==> src/rtl/kbd_bcd_entry_pkg.sv <==
// Shared scan codes, key classes and FSM states for the keypad BCD entry block.
// Scan codes are 9 bits wide; bit 8 marks an E0-extended code.
package kbd_pkg;

  // Index i of each table is the scan code for decimal digit i.
  localparam logic [8:0] SC_DIGIT_TOP [10] = '{
    9'h045, 9'h016, 9'h01E, 9'h026, 9'h025, 9'h02E, 9'h036, 9'h03D, 9'h03E, 9'h046
  };
  localparam logic [8:0] SC_DIGIT_KP [10] = '{
    9'h070, 9'h069, 9'h072, 9'h07A, 9'h06B, 9'h073, 9'h074, 9'h06C, 9'h075, 9'h07D
  };
  localparam logic [8:0] SC_BKSP     = 9'h066;
  localparam logic [8:0] SC_ENTER    = 9'h05A;
  localparam logic [8:0] SC_KP_ENTER = 9'h15A;
  localparam logic [8:0] SC_ESC      = 9'h076;

  typedef enum logic [2:0] {
    KC_NONE,
    KC_DIGIT,
    KC_BKSP,
    KC_ENTER,
    KC_ESC
  } key_class_e;

  typedef enum logic {
    ST_ENTRY,
    ST_DONE
  } state_e;

endpackage

==> src/rtl/kbd_bcd_entry_if.sv <==
// Bundle between the PS/2 decoder side (master) and the entry FSM (slave).
interface kbd_bcd_entry_if #(
  parameter int DIGITS   = 4,
  parameter int OPERANDS = 2
);
  localparam int IDX_W = (OPERANDS > 1) ? $clog2(OPERANDS) : 1;
  localparam int CNT_W = $clog2(DIGITS + 1);

  logic                         key_valid;
  logic [8:0]                   last_change;
  logic [511:0]                 key_down;
  logic [OPERANDS*DIGITS*4-1:0] operands;
  logic [IDX_W-1:0]             op_idx;
  logic [CNT_W-1:0]             digit_cnt;
  logic                         entry_done;
  logic                         done_pulse;
  logic                         ovf_pulse;

  modport master (
    output key_valid, last_change, key_down,
    input  operands, op_idx, digit_cnt, entry_done, done_pulse, ovf_pulse
  );

  modport slave (
    input  key_valid, last_change, key_down,
    output operands, op_idx, digit_cnt, entry_done, done_pulse, ovf_pulse
  );
endinterface

==> src/rtl/kbd_bcd_entry_class.sv <==
// Maps a 9-bit scan code onto its key class and, for digit keys, the BCD value.
// Top-row and keypad digits share one class so the FSM never sees which row was used.
module kbd_scancode_class
  import kbd_pkg::*;
(
  input  logic [8:0] i_code,
  output key_class_e o_class,
  output logic [3:0] o_digit
);

  always_comb begin
    o_class = KC_NONE;
    o_digit = '0;
    for (int i = 0; i < 10; i++) begin
      if (i_code == SC_DIGIT_TOP[i] || i_code == SC_DIGIT_KP[i]) begin
        o_class = KC_DIGIT;
        o_digit = 4'(i);
      end
    end
    case (i_code)
      SC_BKSP:              o_class = KC_BKSP;
      SC_ENTER, SC_KP_ENTER: o_class = KC_ENTER;
      SC_ESC:               o_class = KC_ESC;
      default: ;
    endcase
  end

endmodule

==> src/rtl/kbd_bcd_entry.sv <==
// Multi-operand decimal keypad entry: shifts BCD digits into the current operand,
// supports backspace, enter/advance and escape, and flags completion and overflow.
module kbd_bcd_entry
  import kbd_pkg::*;
#(
  parameter int DIGITS   = 4,
  parameter int OPERANDS = 2
) (
  input logic           fcrystal,
  input logic           rst,
  kbd_bcd_entry_if.slave bus
);

  localparam int OPW   = DIGITS * 4;
  localparam int TOTW  = OPERANDS * OPW;
  localparam int IDX_W = (OPERANDS > 1) ? $clog2(OPERANDS) : 1;
  localparam int CNT_W = $clog2(DIGITS + 1);
  localparam logic [CNT_W-1:0] CNT_FULL = CNT_W'(DIGITS);
  localparam logic [IDX_W-1:0] IDX_LAST = IDX_W'(OPERANDS - 1);

  state_e           r_state, w_stateNext;
  logic [TOTW-1:0]  r_operands, w_opsNext;
  logic [IDX_W-1:0] r_op_idx, w_idxNext;
  logic [CNT_W-1:0] r_cnt, w_cntNext;
  logic             r_done, w_doneNext;
  logic             r_donePulse, w_donePulseNext;
  logic             r_ovfPulse, w_ovfPulseNext;

  logic             w_press;
  key_class_e       w_class;
  logic [3:0]       w_digit;

  // Break events leave the pressed map bit clear, so they never count as presses.
  assign w_press = bus.key_valid & bus.key_down[bus.last_change];

  kbd_scancode_class u_class (
    .i_code  (bus.last_change),
    .o_class (w_class),
    .o_digit (w_digit)
  );

  always_comb begin
    w_stateNext     = r_state;
    w_opsNext       = r_operands;
    w_idxNext       = r_op_idx;
    w_cntNext       = r_cnt;
    w_doneNext      = r_done;
    w_donePulseNext = 1'b0;
    w_ovfPulseNext  = 1'b0;
    if (w_press) begin
      if (w_class == KC_ESC) begin
        w_opsNext   = '0;
        w_idxNext   = '0;
        w_cntNext   = '0;
        w_doneNext  = 1'b0;
        w_stateNext = ST_ENTRY;
      end else if (r_state == ST_ENTRY) begin
        case (w_class)
          KC_DIGIT: begin
            if (r_cnt != CNT_FULL) begin
              for (int k = 0; k < OPERANDS; k++) begin
                if (IDX_W'(k) == r_op_idx)
                  w_opsNext[k*OPW +: OPW] = (r_operands[k*OPW +: OPW] << 4) | OPW'(w_digit);
              end
              w_cntNext = r_cnt + CNT_W'(1);
            end else begin
              w_ovfPulseNext = 1'b1;
            end
          end
          KC_BKSP: begin
            if (r_cnt != '0) begin
              for (int k = 0; k < OPERANDS; k++) begin
                if (IDX_W'(k) == r_op_idx)
                  w_opsNext[k*OPW +: OPW] = r_operands[k*OPW +: OPW] >> 4;
              end
              w_cntNext = r_cnt - CNT_W'(1);
            end
          end
          KC_ENTER: begin
            if (r_op_idx != IDX_LAST) begin
              w_idxNext = r_op_idx + IDX_W'(1);
              w_cntNext = '0;
            end else begin
              w_stateNext     = ST_DONE;
              w_donePulseNext = 1'b1;
              w_doneNext      = 1'b1;
            end
          end
          default: ;
        endcase
      end else if (w_class == KC_DIGIT) begin
        // A digit after completion starts a fresh entry with that digit already in.
        w_opsNext          = '0;
        w_opsNext[OPW-1:0] = OPW'(w_digit);
        w_idxNext          = '0;
        w_cntNext          = CNT_W'(1);
        w_doneNext         = 1'b0;
        w_stateNext        = ST_ENTRY;
      end
    end
  end

  always_ff @(posedge fcrystal) begin
    if (rst) begin
      r_state     <= ST_ENTRY;
      r_operands  <= '0;
      r_op_idx    <= '0;
      r_cnt       <= '0;
      r_done      <= 1'b0;
      r_donePulse <= 1'b0;
      r_ovfPulse  <= 1'b0;
    end else begin
      r_state     <= w_stateNext;
      r_operands  <= w_opsNext;
      r_op_idx    <= w_idxNext;
      r_cnt       <= w_cntNext;
      r_done      <= w_doneNext;
      r_donePulse <= w_donePulseNext;
      r_ovfPulse  <= w_ovfPulseNext;
    end
  end

  assign bus.operands   = r_operands;
  assign bus.op_idx     = r_op_idx;
  assign bus.digit_cnt  = r_cnt;
  assign bus.entry_done = r_done;
  assign bus.done_pulse = r_donePulse;
  assign bus.ovf_pulse  = r_ovfPulse;

endmodule

==> src/flat_wrapper.sv <==
// flat-port wrapper written by rule: the top's interface ports become plain ports
module kbd_bcd_entry_flat import kbd_pkg::*;
#(
  parameter int DIGITS   = 4,
  parameter int OPERANDS = 2
)
  (fcrystal, rst, bus_key_valid, bus_last_change, bus_key_down, bus_operands, bus_op_idx, bus_digit_cnt, bus_entry_done, bus_done_pulse, bus_ovf_pulse);
  kbd_bcd_entry_if #(.DIGITS(DIGITS), .OPERANDS(OPERANDS)) bus_i ();
  input logic fcrystal;
  input logic rst;
  input wire logic [$bits(bus_i.key_valid)-1:0] bus_key_valid;
  input wire logic [$bits(bus_i.last_change)-1:0] bus_last_change;
  input wire logic [$bits(bus_i.key_down)-1:0] bus_key_down;
  output wire logic [$bits(bus_i.operands)-1:0] bus_operands;
  output wire logic [$bits(bus_i.op_idx)-1:0] bus_op_idx;
  output wire logic [$bits(bus_i.digit_cnt)-1:0] bus_digit_cnt;
  output wire logic [$bits(bus_i.entry_done)-1:0] bus_entry_done;
  output wire logic [$bits(bus_i.done_pulse)-1:0] bus_done_pulse;
  output wire logic [$bits(bus_i.ovf_pulse)-1:0] bus_ovf_pulse;
  assign bus_i.key_valid = bus_key_valid;
  assign bus_i.last_change = bus_last_change;
  assign bus_i.key_down = bus_key_down;
  assign bus_operands = bus_i.operands;
  assign bus_op_idx = bus_i.op_idx;
  assign bus_digit_cnt = bus_i.digit_cnt;
  assign bus_entry_done = bus_i.entry_done;
  assign bus_done_pulse = bus_i.done_pulse;
  assign bus_ovf_pulse = bus_i.ovf_pulse;
  kbd_bcd_entry #(.DIGITS(DIGITS), .OPERANDS(OPERANDS)) u_core (.fcrystal(fcrystal), .rst(rst), .bus(bus_i));
endmodule
==> config.mk <==
export PLATFORM = sky130hd
export DESIGN_NAME = kbd_bcd_entry_flat
export DESIGN_NICKNAME = d
export VERILOG_FILES = /design/src/rtl/kbd_bcd_entry_pkg.sv /design/src/rtl/kbd_bcd_entry_if.sv /design/src/rtl/kbd_bcd_entry_class.sv /design/src/rtl/kbd_bcd_entry.sv /design/src/flat_wrapper.sv
export SDC_FILE = /design/constraint.sdc
export NUM_CORES = 1
export LEC_CHECK = 0
export ABC_AREA = 1
export BUFFER_PORTS_ARGS = -buffer_cell sky130_fd_sc_hd__buf_2
export CELL_PAD_IN_SITES_DETAIL_PLACEMENT = 1
export CELL_PAD_IN_SITES_GLOBAL_PLACEMENT = 1
export CORE_AREA = 3 3 215 217
export DETAILED_ROUTE_END_ITERATION = 8
export DIE_AREA = 0 0 218 220
export PLACE_DENSITY_LB_ADDON = 0.1
export SETUP_SLACK_MARGIN = 0.02
export SLEW_MARGIN = 20
export SYNTH_ARGS = -nofsm -noshare
export SYNTH_HDL_FRONTEND = slang
export SYNTH_SLANG_ARGS = --single-unit
export TNS_END_PERCENT = 100
==> constraint.sdc <==
create_clock -name fcrystal -period 7 [get_ports fcrystal]
set_input_delay 1.4 -clock fcrystal [delete_from_list [all_inputs] [get_ports fcrystal]]
set_output_delay 1.4 -clock fcrystal [all_outputs]
set_load 0.005 [all_outputs]
[Word-level counts from Yosys, hierarchy flattened]
Index checks and enable logic that the tools add are counted.
Storage, ports and cells
  flip-flop bits (word level): 40
  latch bits: 0
  RAM bits: 0
  bits in read-only memories: 0
  bits of input ports: 524
  output and inout port bits: 39
  logic and storage cells: 131
  memories: 0
Cells by class
  add/subtract/negate cells: 3
  multipliers: 0
  div/mod/pow operators: 0
  $lt $le $gt $ge: 1
  equal/unequal tests: 37
  shift-type cells: 0
  multiplexer cells: 54
  bitwise gates (word level): 5
  reduce and logical (&&, ||, !) cells: 23
Operator list (number)
  two-way mux 32 bit: 5
  == test 9 x 7 -> 1 bit, second input constant: 15
  two-way mux 16 bit: 4
  case mux 32 bit (2 select lines): 1
  == test 9 x 6 -> 1 bit, second input constant: 6
  two-way mux 3 bit: 15
  two-way mux 4 bit: 8
  OR 16 x 4 -> 16 bit: 2
  == test 9 x 5 -> 1 bit, second input constant: 2
  two-way mux 1 bit: 18
  case mux 3 bit (3 select lines): 2
  inequality test 4 x 1 -> 1 bit, second input constant: 4
  AND reduction 7 bit: 2
  inequality test 4 x 3 -> 1 bit, second input constant: 3
  nonzero test 3 bit: 4
  logical OR 1 bit: 10
  less-than comparator 9 x 10 -> 1 bit, second input constant: 1
  binary-select mux 1 bit (select 9 bit): 1
  == test 9 bit, second input constant: 1
  == test 3 x 2 -> 1 bit, second input constant: 2
  inequality test 3 bit, second input constant: 2
  AND reduction 6 bit: 1
  OR reduction 5 bit: 1
  AND reduction 4 bit: 1
  11 further kinds: 12

[Logic depth before layout (Yosys ltp)]
  word-level depth: 17
  mapped depth: 23
  mapped depth without buffers: 20

[By module]
From an unflattened synthesis, not the netlist that was laid out.
Second synthesis, totals
  cells, all modules: 1590
  area total of the unflattened synthesis: 7935.1 um^2
Modules (own cells, without submodules)
  kbd_bcd_entry: times used 1, cells each 1485, area each 7393.3 um^2, sequential area each 800.8 um^2
  kbd_scancode_class: times used 1, cells each 105, area each 541.8 um^2, sequential area each 0.0 um^2

[Worst setup path after synthesis]
Ideal clock, no wire load.
  path type: input to register
  start: input bus_last_change[1]
  end: register u_core.r_operands[1] (netlist: u_core.bus.operands[1])
  library setup time: 113 ps
  data arrival time: 3209 ps
  required time: 6887 ps
  slack: 3678 ps
  cell stages on the path: 22
  path buffers: 4
  cells stage by stage: inv_1 > buf_2 > nor2_2 > buf_4 > buf_4 > nand2_1 > nand4_1 > nand2_1 > nand2_1 > nor2_1 > nor2_1 > nor2_1 > nand2_1 > nand2_1 > nand2_1 > nor2_1 > nand2_1 > nand4_4 > buf_6 > nand2_1 > nand2_1 > nor2_1
On the way
  longest elaborated chain between the ends: 17
  elaborated cells between the ends (all ways): 74
  those cells by class: 32 x eq/ne; 27 x mux; 2 x bitwise; 13 x reduce/logical
Ends and longest elaborated chain
  start, declared: RTL line flat_wrapper.sv:12  | input wire logic [$bits(bus_i.last_change)-1:0] bus_last_change;
  == test 9 x 7 -> 1 bit: RTL line kbd_bcd_entry_class.sv:15  | if (i_code == SC_DIGIT_TOP[i] || i_code == SC_DIGIT_KP[i]) begin
  logical OR 1 bit: RTL line kbd_bcd_entry_class.sv:15
  two-way mux 1 bit: RTL line kbd_bcd_entry_class.sv:15
  two-way mux 3 bit (9 in series): RTL line kbd_bcd_entry_class.sv:15
  case mux 3 bit (3 select lines): RTL line kbd_bcd_entry_class.sv:20  | case (i_code)
  == test 3 x 2 -> 1 bit / == test 3 x 1 -> 1 bit (equally long branches): RTL line kbd_bcd_entry.sv:58, kbd_bcd_entry.sv:91
  case mux 32 bit (2 select lines): RTL line kbd_bcd_entry.sv:58  | case (w_class)
  two-way mux 32 bit: RTL line kbd_bcd_entry.sv:57  | end else if (r_state == ST_ENTRY) begin
  two-way mux 32 bit: RTL line kbd_bcd_entry.sv:51  | if (w_class == KC_ESC) begin
  end signal, assigned: RTL line kbd_bcd_entry.sv:114  | r_operands <= w_opsNext;
  end, declared: RTL line kbd_bcd_entry.sv:22  | logic [TOTW-1:0] r_operands, w_opsNext;
Parallel ways exist; a longest one is shown, timed or not. The select of a mux whose other input is x is not followed.
A chain may end at the register's enable or synchronous reset.

[Worst setup path after layout]
  start: input bus_last_change[0]
  end: register u_core.r_operands[2] (netlist: u_core.bus.operands[2])
Same word-level chain as after synthesis.

==> impl_metrics.ini <==
[run_status]
run_status = complete, no violations

[detailed_routing]
drt_iter0_drc = 565
detail_route.first_pass.iterations = 5
ant_nets = 0
post_drt_via_cell_ratio = 4.48
drc = 0
drt-total-wl_um = 54400
dr_total_vias = 12223
avgRoutedWirePerCell_um = 20.0

[power]
p_per_area_nw_per_um2 = 94.2
max-vdd-ir-drop_v = 0.0000848
clock_power_share_pct = 27.2
combPwrFrac_pct = 50.3
p_switching_mw = 0.420
internal_power_mw = 0.620
p_seq_share_pct = 22.5
swShare_pct = 40.4
leakagePower_nw = 6.37

[layout]
area_delta_synth_final_pct = 44.5
final_util_pct = 24.9
final_area_um2 = 11000
drive_gt1_share_pct = 29.1
fillCellCount = 6127
nets = 2651

[cts]
cts_tree = built
clock_latency_ns = 0.29
cts_setup_buffers = 0
cts_made_buffers = 5
ctsResizeCount = 0
cts.sinks = 40
htreeDepth = 2
cts_max_path_buffers = 2
holdBufCountCts = 0
cts-root-buf = clkbuf_16
cts.clk_slew.worst_paths_ns = 0.06

[worst_setup_path]
cp_common_cell = nor2_1
critical_path.max_stage_delay_ns = 0.77
cp.required_ns = 7.18
critical_path_class = in -> reg
crit_slowest_cell = buf_4
crit_family = simple AND/OR/NAND/NOR gates
worst_ep_arrival_time_ns = 5.36
worstPathMaxFanout = 93
worst-path-buf-inv = 4
crit_path_start_kind = primary input
end_kind = flip-flop
crit_chain = buf_4, inv_2, nand2_1, nor2_1, inv_1, nor2_1, o21ai_1, and2_4, nand2_2, nor2_2, nand2_1, nand3_1, nand2_1, inv_2, nand4_4, nor2_1, nor2_1

[synth]
synth.avg_cell_area_um2 = 4.66
ys_ff_latch = 40
synth_edf_count = 0
yosys_warnings = 0
synth_top_area_share_pct = 47.0
synth_nets = 2163
synthTopCellsByArea = nand2_1 (47%), dfxtp_1 (10%), nor2_1 (7.7%)
postSynth.asyncResetShare_pct = 0
ys_types = 33
yosysSeqAreaShare_pct = 10.5
synth_top_area_cell = nand2_1
synthTopCellsByCount = nand2_1 (956), nor2_1 (156), inv_1 (88), nand4_1 (83), o21ai_0 (48)
yosysMostFrequentCell = nand2_1
synthCells = 1638
synth_area_um2 = 7640
ys.flop_type = dfxtp_1

[placement]
gp_congestion = 0.837
hpwl_um = 43800
place_area_um2 = 10800
io_buffers = 562
place_worst_setup_slack_ns = 1.46

[hold_path]
holdCritPathClass = reg -> reg

[die]
initial_core_util_pct = 17.2
die_x_um = 218
pin_count = 563
die_h_um = 220
rows = 77
fp.dieArea_um2 = 48000
core-area_um2 = 44300

[global_routing]
antenna_found_initial = 15
grt_max_degree = 94
grt_usage_pct = 21.5
grt-ovfl-total = 0
grt_pass1_vias = 12865
grt_pass1_wl_um = 79400

[timing]
slew_headroom_pct = 30.6
setup_viol = 0
layout_setup_ws_ns = 1.82
min_period_ns = 5.18
maxSlewViolCount = 0
hold_viol_final = 0
finalCritPeriodShare_pct = 74.0
fmax_mhz = 193
rsz0062_at_grt = false
tightest_slew_ns = 1.04
fin_setup_tns_ns = 0
fin_skew_ns = 0.00827

[run]
maxCapViolations = 0
[routing by layer]
metal	wire length [um]	track usage (%)	share of wire, %
met1	22700	25.4	42
met2	28300	41.3	52
met3	2790	3.36	5.1
met4	579	3.63	1.1
met5	51	0	0.094
[registers in the layout (all words and copies together), names as in the netlist]
register / count
u_core.bus.digit_cnt: 3
u_core.bus.ovf_pulse: 1
u_core.bus.done_pulse: 1
u_core.bus.operands: 32
u_core.r_state: 1
u_core.bus.op_idx: 1
u_core.bus.entry_done: 1
[stage by stage]
step	std cells	hold slack, ns	power, mW
final	2727	0.452	1.04
after global routing	2727	0.485	1.13
after CTS	2719	0.460	1.06
after detailed placement	2711	0.451	0.772
after global placement	2711	0.443	0.768
after floorplan	1638	0.439	0.506
[tightest hold or removal path: stages (launching register included)]
cell and delay, ns:
dfxtp_1 0.31, inv_1 0.05, a21oi_1 0.05
[logic make-up (layout without fill, tap and decap cells)]
logic type                 count (synthesis)  in the layout  synth area share [%]
and+or+nand+nor                         1263           1263                  66.9
buffers and inverters                    194            683                  11.7
AOI/OAI and AO/OA                        138            138                  10.4
DFF                                       40             40                  10.5
xor gates and xnor gates                   2              2                 0.229
adders and majority gates                  1              1                 0.262
other                                      0              8                     0
[path summary, 6_finish.rpt]
kind / start / to / slack [ns] / cells past startpoint
setup / recovery: bus_last_change[0] / u_core.bus.operands[2] / 1.82 / 17
hold / removal: u_core.bus.entry_done / u_core.bus.entry_done / 0.45 / 2
setup reg to reg: u_core.r_state / u_core.bus.operands[2] / 4.74 / 8
hold reg to reg: u_core.bus.entry_done / u_core.bus.entry_done / 0.45 / 2
[layout by cell type, fill, tap and decap left out, types with 7 or more instances in the layout]
cell type	n
inv_1	87
a22oi_1	30
nand3_1	41
inv_2	7
nand4_1	83
nand2_2	7
nand2_1	956
nor2_2	7
o21ai_0	48
a21oi_1	36
diode_2	8
o21ai_1	14
nor2_1	154
buf_2	561
dfxtp_1	40
buf_4	17
[power by group through the flow]
| stage | Sequential [mW] | Combinational [mW] | Clock (mW) |
|---|---|---|---|
| finish | 0.234 | 0.523 | 0.283 |
| global route | 0.234 | 0.594 | 0.300 |
| CTS | 0.234 | 0.536 | 0.293 |
| detailed placement | 0.239 | 0.533 | 0 |
| global placement | 0.239 | 0.529 | 0 |
| floorplan | 0.238 | 0.268 | 0 |
[area by class of cell]
cell class	instances	area (um2)	share of cell area [%]
repair buffers	580	2980	27.0
inverters	95	358	3.24
clock inverters	2	38.8	0.352
clock buffers	6	139	1.26
diodes	8	20.0	0.181
multi-input cells	1404	5960	54.0
flip-flops and latches	40	801	7.26
well taps	592	741	6.71
(Power assumes the default switching activity.)
